--- config.mk ---
export PLATFORM = sky130hd
export DESIGN_NAME = ps2_rx_fifo
export DESIGN_NICKNAME = d
export VERILOG_FILES = /design/src/rtl/ps2_rx_fifo.sv
export SDC_FILE = /design/constraint.sdc
export NUM_CORES = 1
export LEC_CHECK = 0
export CAP_MARGIN = 10
export CORE_ASPECT_RATIO = 1.2
export CORE_UTILIZATION = 40
export DETAILED_ROUTE_END_ITERATION = 6
export HOLD_SLACK_MARGIN = 0.03
export PLACE_DENSITY = 0.58
export SETUP_SLACK_MARGIN = 0.15
export SYNTH_ARGS = -nofsm -noshare
export SYNTH_HDL_FRONTEND = slang
export SYNTH_SLANG_ARGS = --single-unit
export TNS_END_PERCENT = 10
--- constraint.sdc ---
create_clock -name clk -period 2.9 [get_ports clk]
set_clock_uncertainty 0.1 [all_clocks]
set_input_delay 0.435 -clock clk [delete_from_list [all_inputs] [get_ports clk]]
set_output_delay 0.435 -clock clk [all_outputs]
set_load 0.01 [all_outputs]
--- src/rtl/ps2_rx_fifo.sv ---
// PS/2 device-to-host receiver: pin synchronisers, clock glitch filter, frame FSM
// with parity/stop/watchdog checking, and a show-ahead receive FIFO.
module ps2_rx_fifo #(
  parameter int DATA_BITS      = 8,
  parameter int FIFO_DEPTH     = 4,
  parameter int FILTER_LEN     = 8,
  parameter int TIMEOUT_CYCLES = 50000
) (
  input  logic                               clk,
  input  logic                               rst,
  input  logic                               ps2_c,
  input  logic                               ps2_d,
  input  logic                               tx_idle,
  input  logic                               rd_en,
  output logic [DATA_BITS-1:0]               rd_data,
  output logic                               rd_valid,
  output logic [$clog2(FIFO_DEPTH+1)-1:0]    fifo_count,
  output logic                               rx_done,
  output logic                               parity_err,
  output logic                               frame_err,
  output logic                               timeout_err,
  output logic                               overflow
);

  localparam int CNT_W = $clog2(FIFO_DEPTH + 1);
  localparam int PTR_W = $clog2(FIFO_DEPTH);
  localparam int FLT_W = $clog2(FILTER_LEN + 1);
  localparam int WD_W  = $clog2(TIMEOUT_CYCLES);
  localparam int BIT_W = $clog2(DATA_BITS + 1);

  typedef enum logic [1:0] {IDLE, DATA, PARITY, STOP} state_t;

  function automatic logic [CNT_W-1:0] sat_count(input logic [CNT_W-1:0] cnt,
                                                 input logic inc, input logic dec);
    if (inc && !dec && cnt != CNT_W'(FIFO_DEPTH)) return cnt + CNT_W'(1);
    if (dec && !inc && cnt != '0)                 return cnt - CNT_W'(1);
    return cnt;
  endfunction

  logic             c_meta_p0, c_sync_p1, d_meta_p0, d_sync_p1;
  logic             c_flt, c_flt_dly, fe;
  logic [FLT_W-1:0] flt_cnt;

  state_t                state, state_nx;
  logic [DATA_BITS-1:0]  shift_q, shift_nx;
  logic                  par_q, par_nx;
  logic [BIT_W-1:0]      bit_cnt, bit_nx;
  logic [WD_W-1:0]       wd_cnt;
  logic                  timeout_hit, good, perr, ferr;

  logic [DATA_BITS-1:0]  mem [FIFO_DEPTH];
  logic [PTR_W-1:0]      wr_ptr, rd_ptr;
  logic [CNT_W-1:0]      count;
  logic                  full, push, pop, drop;

  // Stage p0/p1: two-flop synchronisers, idle-high after reset
  always_ff @(posedge clk or negedge rst) begin
    if (!rst) begin
      c_meta_p0 <= 1'b1;
      c_sync_p1 <= 1'b1;
      d_meta_p0 <= 1'b1;
      d_sync_p1 <= 1'b1;
    end else begin
      c_meta_p0 <= ps2_c;
      c_sync_p1 <= c_meta_p0;
      d_meta_p0 <= ps2_d;
      d_sync_p1 <= d_meta_p0;
    end
  end

  // Filter: clock only moves after FILTER_LEN consecutive disagreeing samples
  always_ff @(posedge clk or negedge rst) begin
    if (!rst) begin
      c_flt     <= 1'b1;
      c_flt_dly <= 1'b1;
      flt_cnt   <= '0;
    end else begin
      c_flt_dly <= c_flt;
      if (c_sync_p1 == c_flt) begin
        flt_cnt <= '0;
      end else if (flt_cnt == FLT_W'(FILTER_LEN - 1)) begin
        c_flt   <= c_sync_p1;
        flt_cnt <= '0;
      end else begin
        flt_cnt <= flt_cnt + FLT_W'(1);
      end
    end
  end

  assign fe = c_flt_dly & ~c_flt;

  // Frame FSM: inhibit dominates, then watchdog abort, then falling-edge work
  always_comb begin
    state_nx    = state;
    shift_nx    = shift_q;
    par_nx      = par_q;
    bit_nx      = bit_cnt;
    good        = 1'b0;
    perr        = 1'b0;
    ferr        = 1'b0;
    timeout_hit = tx_idle && (state != IDLE) && (wd_cnt == WD_W'(TIMEOUT_CYCLES - 1));
    if (!tx_idle || timeout_hit) begin
      state_nx = IDLE;
    end else if (fe) begin
      case (state)
        IDLE: begin
          if (!d_sync_p1) begin
            shift_nx = '0;
            bit_nx   = '0;
            state_nx = DATA;
          end
        end
        DATA: begin
          shift_nx                = shift_q >> 1;
          shift_nx[DATA_BITS-1]   = d_sync_p1;
          bit_nx                  = bit_cnt + BIT_W'(1);
          if (bit_cnt == BIT_W'(DATA_BITS - 1)) state_nx = PARITY;
        end
        PARITY: begin
          par_nx   = d_sync_p1;
          state_nx = STOP;
        end
        STOP: begin
          state_nx = IDLE;
          if (!d_sync_p1)               ferr = 1'b1;
          else if (!(^{shift_q, par_q})) perr = 1'b1;
          else                          good = 1'b1;
        end
        default: state_nx = IDLE;
      endcase
    end
  end

  assign full = (count == CNT_W'(FIFO_DEPTH));
  assign pop  = rd_en && (count != '0);
  assign push = good && (!full || rd_en);
  assign drop = good && full && !rd_en;

  always_ff @(posedge clk or negedge rst) begin
    if (!rst) begin
      state      <= IDLE;
      bit_cnt    <= '0;
      wd_cnt     <= '0;
      wr_ptr     <= '0;
      rd_ptr     <= '0;
      count      <= '0;
      rx_done    <= 1'b0;
      parity_err <= 1'b0;
      frame_err  <= 1'b0;
      overflow   <= 1'b0;
    end else begin
      state      <= state_nx;
      bit_cnt    <= bit_nx;
      rx_done    <= good;
      parity_err <= perr;
      frame_err  <= ferr;
      overflow   <= drop;
      if (!tx_idle || state == IDLE || fe || timeout_hit) wd_cnt <= '0;
      else                                                wd_cnt <= wd_cnt + WD_W'(1);
      if (push) wr_ptr <= wr_ptr + PTR_W'(1);
      if (pop)  rd_ptr <= rd_ptr + PTR_W'(1);
      count <= sat_count(count, push, pop);
    end
  end

  // Payload storage carries no reset; the head is masked while empty
  always_ff @(posedge clk) begin
    shift_q <= shift_nx;
    par_q   <= par_nx;
    if (push) mem[wr_ptr] <= shift_q;
  end

  assign rd_valid    = (count != '0);
  assign rd_data     = rd_valid ? mem[rd_ptr] : '0;
  assign fifo_count  = count;
  assign timeout_err = timeout_hit;

endmodule

Yosys cells after proc, flatten, opt, wreduce, memory -nomap -nowiden:

Memory sizes are Yosys's and may differ from the RTL's.
Cells that the tools add are included.

* memory bits (writable): 32
* bits of input ports: 6
* register bits after elaboration: 52
* memories: 1
* logic and storage cells: 110
* output and inout port bits: 17

Memory list
* mem: words 4, bits a word 8, rd ports 1, clocked after memory_dff 0, wr ports 1, line 51 `logic [DATA_BITS-1:0] mem [FIFO_DEPTH];`

* equal/unequal tests: 12
* reductions and logical operators: 31
* add/subtract/negate cells: 7
* bitwise operators: 4
* muxes and demuxes: 36

Operator list (count)
* $mux W1: 19
* $add A16 B1 Y16 const B: 1
* $eq A16 B16 Y1 const B: 1
* $mux W16: 1
* $mux W8: 2
* $pmux W8 S2: 1
* $mux W3: 4
* $mux W4: 3
* $logic_and A1 B1 Y1: 10
* $ne A3 B3 Y1 const B: 3
* $reduce_xor A9 Y1: 1
* $add A4 B1 Y4 const B: 2
* $eq A4 B3 Y1 const B: 2
* $mux W2: 4
* $pmux W2 S4: 1
* $pmux W4 S2: 1
* $reduce_bool A2 Y1: 4
* $reduce_and A3 Y1: 2
* $logic_not A1 Y1: 5
* $logic_or A1 B1 Y1: 5
* $add A2 B1 Y2 const B: 2
* $eq A2 B2 Y1 const B: 2
* $reduce_and A4 Y1: 1
* $add A3 B1 Y3 const B: 1
* other kinds (10): 12

Logic depth before layout (Yosys ltp):

* word-level depth: 14
* gate-level depth with buffers: 9
* depth with buffers taken out: 8

Worst setup path before layout:

No wires, ideal clock.

* kind: register to register
* start point: register state[0]
* end point: memory mem[0][0], enable pin
* period minus slack after synthesis: 2.552 ns
* data required time: 2.522 ns
* data arrival time: 2.175 ns
* setup time: 0.278 ns
* cell stages (with the launch flop): 9
* slack: 0.348 ns
* buffers on the path: 1
* cells stage by stage: dfrtp_1 > inv_1 > ha_1 > nand2b_1 > nor4_1 > nor4b_4 > nor3_2 > buf_6 > and3_1

* longest elaborated chain between the ends: 8
* elaborated cells between the ends (all ways): 11
* classes of those cells: eq/ne: 1; mux: 5; reduce/logical: 5

RTL lines
* start, declared: line 44 `state_t state, state_nx;`
* start signal, assigned: line 152 `state <= state_nx;`
* $reduce_bool A2 Y1: line 101 `timeout_hit = tx_idle && (state != IDLE) && (wd_cnt == WD_W'(TIMEOUT_CYCLES - 1));`
* $logic_and A1 B1 Y1 (2 in a row): line 101
* net timeout_err: line 21 `output logic timeout_err,`
* $logic_or A1 B1 Y1: line 102 `if (!tx_idle || timeout_hit) begin`
* $mux W1: line 102
* net good: line 49 `logic timeout_hit, good, perr, ferr;`
* $logic_and A1 B1 Y1: line 136 `assign push = good && (!full || rd_en);`
* $mux W1: line 170 `if (push) mem[wr_ptr] <= shift_q;`
* $mux W1 (implied by the code): line 170
* end, declared: line 51

The timed path passes the listed nets, and every way through them passes these cells.

Worst setup path in the final report:

* start point: register state[0]
* end point: output timeout_err

* longest elaborated chain between the ends: 3

RTL lines (line)
* $reduce_bool A2 Y1: 101
* $logic_and A1 B1 Y1 (2 in a row): 101
* end, declared: 21

No other way between the ends.

==> impl_metrics.tcl <==
set metrics [dict create \
    ant_nets 0 \
    crit_required_ns 2.37 \
    grt.overflow.total 0 \
    place.gp.congestion 0.804 \
    numCtsBuffers 9 \
    synth_top_cell_area_share_pct 31.8 \
    drt_iter0_markers 103 \
    hold_class "primary input to async pin" \
    slew_headroom_pct 36.6 \
    drc 0 \
    dpl_worst_slack_ns 0.0993 \
    io_pins 23 \
    cts.path.max_buffers 2 \
    powerDensity_nw_per_um2 738 \
    fmax_mhz 375 \
    detail_route.wl_per_cell_um 14.2 \
    path_class "flip-flop to primary output" \
    setup_ws_ns 0.231 \
    syn_avg_cell_area_um2 13.0 \
    cp_max_fo 4 \
    io_buffers 22 \
    num_rows 38 \
    outcome "finished, final reports clean" \
    finalHoldViolations 0 \
    holdWs_ns 0.124 \
    syn_nets 319 \
    synth_cell_types 50 \
    syn2layout_area_growth_pct 15.8 \
    synth_area_leaders "edfxtp_1, dfrtp_1, ha_1, mux4_2, dfstp_2" \
    core_um2 9220 \
    initial_core_util_pct 42.0 \
    final_layout_size_suffix_gt1_share_pct 15.2 \
    die_area_um2 10100 \
    crit_chain "inv_1 -> ha_1 -> nand2b_1 -> nor4_2 -> nor4b_4 -> dlygate4sd2_1" \
    cts_setup_buffers 0 \
    clock_latency_ns 0.36 \
    clkSinkCount 84 \
    drt-total-wl_um 6470 \
    nets 352 \
    clk_transition_reported_paths_ns 0.10 \
    crit_path_start "state[0]$_DFFE_PN0P_" \
    synth_edf_count 41 \
    post_dp_cell_area_um2 4250 \
    setup_violations 0 \
    arrival_ns 2.13 \
    worst_slew_pin_slew_ns 0.951 \
    die_w_um 91.8 \
    drv_slew 0 \
    tns_ns 0 \
    die-height_um 110 \
    antenna_found_initial 0 \
    syn_inst 298 \
    rr_startpoint "shift_q[5]$_SDFFCE_PN0P_" \
    ctsHtreeMaxLevel 3 \
    max_stage_delay_ns 0.41 \
    track_usage_pct 15.0 \
    cts_tree "done" \
    synth_area_um2 3870 \
    period_minus_slack_ns 2.67 \
    n_antenna_cell 0 \
    hold_buffers 0 \
    slowest_stage "dfrtp_1" \
    setup.worst_path.start_class "flip-flop" \
    instances_no_fill 456 \
    cap_violations 0 \
    place_hpwl_um 4540 \
    grt_max_degree 44 \
    cp_top_family "simple AND/OR/NAND/NOR gates" \
    rsz0062_at_grt "true" \
    yosysSeqAreaShare_pct 59.8 \
    grt_pass1_wl_um 11400 \
    root_buffer "clkbuf_8" \
    r2r_slack_ns 0.31 \
    vias 2262 \
    r2r_cells 5 \
    ys.flop_type "edfxtp_1" \
    ys.warnings.count 0 \
    cp-end-kind "primary output" \
    finalCritPeriodShare_pct 92.0 \
    p_leak_nw 1.73 \
    reg2reg_to "mem[1][0]$_DFFE_PP_" \
    first_global_vias 2295 \
    place_inst 440 \
    firstDrtPassIters 4 \
    synthArstFlopShare_pct 51.2 \
    irDropWorstVdd_mv 0.249 \
    via_per_inst 4.96 \
    worst-path-buf-inv 2 \
    ys_ff_latch 84 \
    stdcell_area_um2 4480 \
    synth_top_area_cell "edfxtp_1" \
]
==> synthesized netlist by cell type, types with 4 or more instances <==
master    number
nor2_1        29
mux4_2         8
edfxtp_1      41
clkbuf_1       4
nor3_1         4
and2_1        20
nand2_1       20
ha_1          15
xnor2_1       17
and3_1        11
dfrtp_1       37
inv_1         12
nand3_1       14
o21ai_0        5
xor2_1         8
dfstp_2        6
nor2b_1        5
==> what timing repair did <==
item                                    in CTS  in global routing
gates cloned                                 0                  0
endpoints found under the setup margin      10                 34
gates resized for setup                      4                  3
pin swaps                                    0                  0
==> worst max-delay path by stage <==
| stage | end | cells after the start |
|---|---|---|
| 2_1_floorplan | mem[0][0]$_DFFE_PP_ | 8 |
| 6_report | timeout_err | 6 |
| 3_3_place_gp | timeout_err | 5 |
| 4_1_cts | rd_data[3] | 7 |
| 3_5_place_dp | timeout_err | 5 |
| 5_1_grt | timeout_err | 6 |
==> power breakdown <==
group / total, mW / switching (mW) / internal, mW
clock: 0.899 / 0.477 / 0.422
sequential: 1.47 / 0.106 / 1.36
combinational: 0.944 / 0.419 / 0.525
total: 3.31 / 1.00 / 2.31
==> cell usage in the layout, fill, tap and decap left out, types with 6 or more instances in the layout <==
master and instances:
edfxtp_1 41, dfrtp_1 36, nor2_1 29, nand2_1 20
and2_1 20, clkdlybuf4s50_1 20, xnor2_1 17, nand3_1 14
ha_1 14, and3_1 11, inv_1 10, clkbuf_8 9
xor2_1 8, mux4_2 8, buf_4 8, dfstp_2 6
==> stage by stage <==
| step | util [%] | total power, mW |
|---|---|---|
| floorplan | - | 2.06 |
| global placement | 46.1 | 2.41 |
| finish | 48.6 | 3.31 |
| global route | 48.6 | 3.51 |
| CTS | 48.5 | 3.33 |
| detailed placement | 46.1 | 2.42 |
==> state kept, by name, indices dropped and copies added, names as in the netlist, 2 cells and up <==
signal,flops
flt_cnt,4
rd_ptr,2
fifo_count,3
wr_ptr,2
mem,32
state,2
shift_q,8
wd_cnt,16
bit_cnt,4
==> metal layers <==
metal	routed length, µm	vias up	track usage (%)
met5	0	-	0
met4	156	0	7.37
met3	153	13	2.77
met2	3210	30	25.6
met1	2950	1104	18.4
li1	-	1115	-
==> cell type report <==
type	count	area (µm²)
multi-input cells	194	1490
well taps	120	150
inverters	12	45.0
repair buffers	30	274
flip-flops and latches	84	2320
fillers	834	4740
clock inverters	7	88.8
clock buffers	9	124
==> logic make-up after synthesis <==
kind of cell | after synthesis | synth area share (%)
AOI/OAI and AO/OA | 21 | 3.98
xor gates and xnor gates | 27 | 6.66
adders and majority gates | 15 | 4.85
buffers and inverters | 20 | 2.30
DFF | 84 | 59.8
muxes | 12 | 5.75
and+or+nand+nor | 119 | 16.7
No activity file was read; power rests on OpenSTA's default activity.
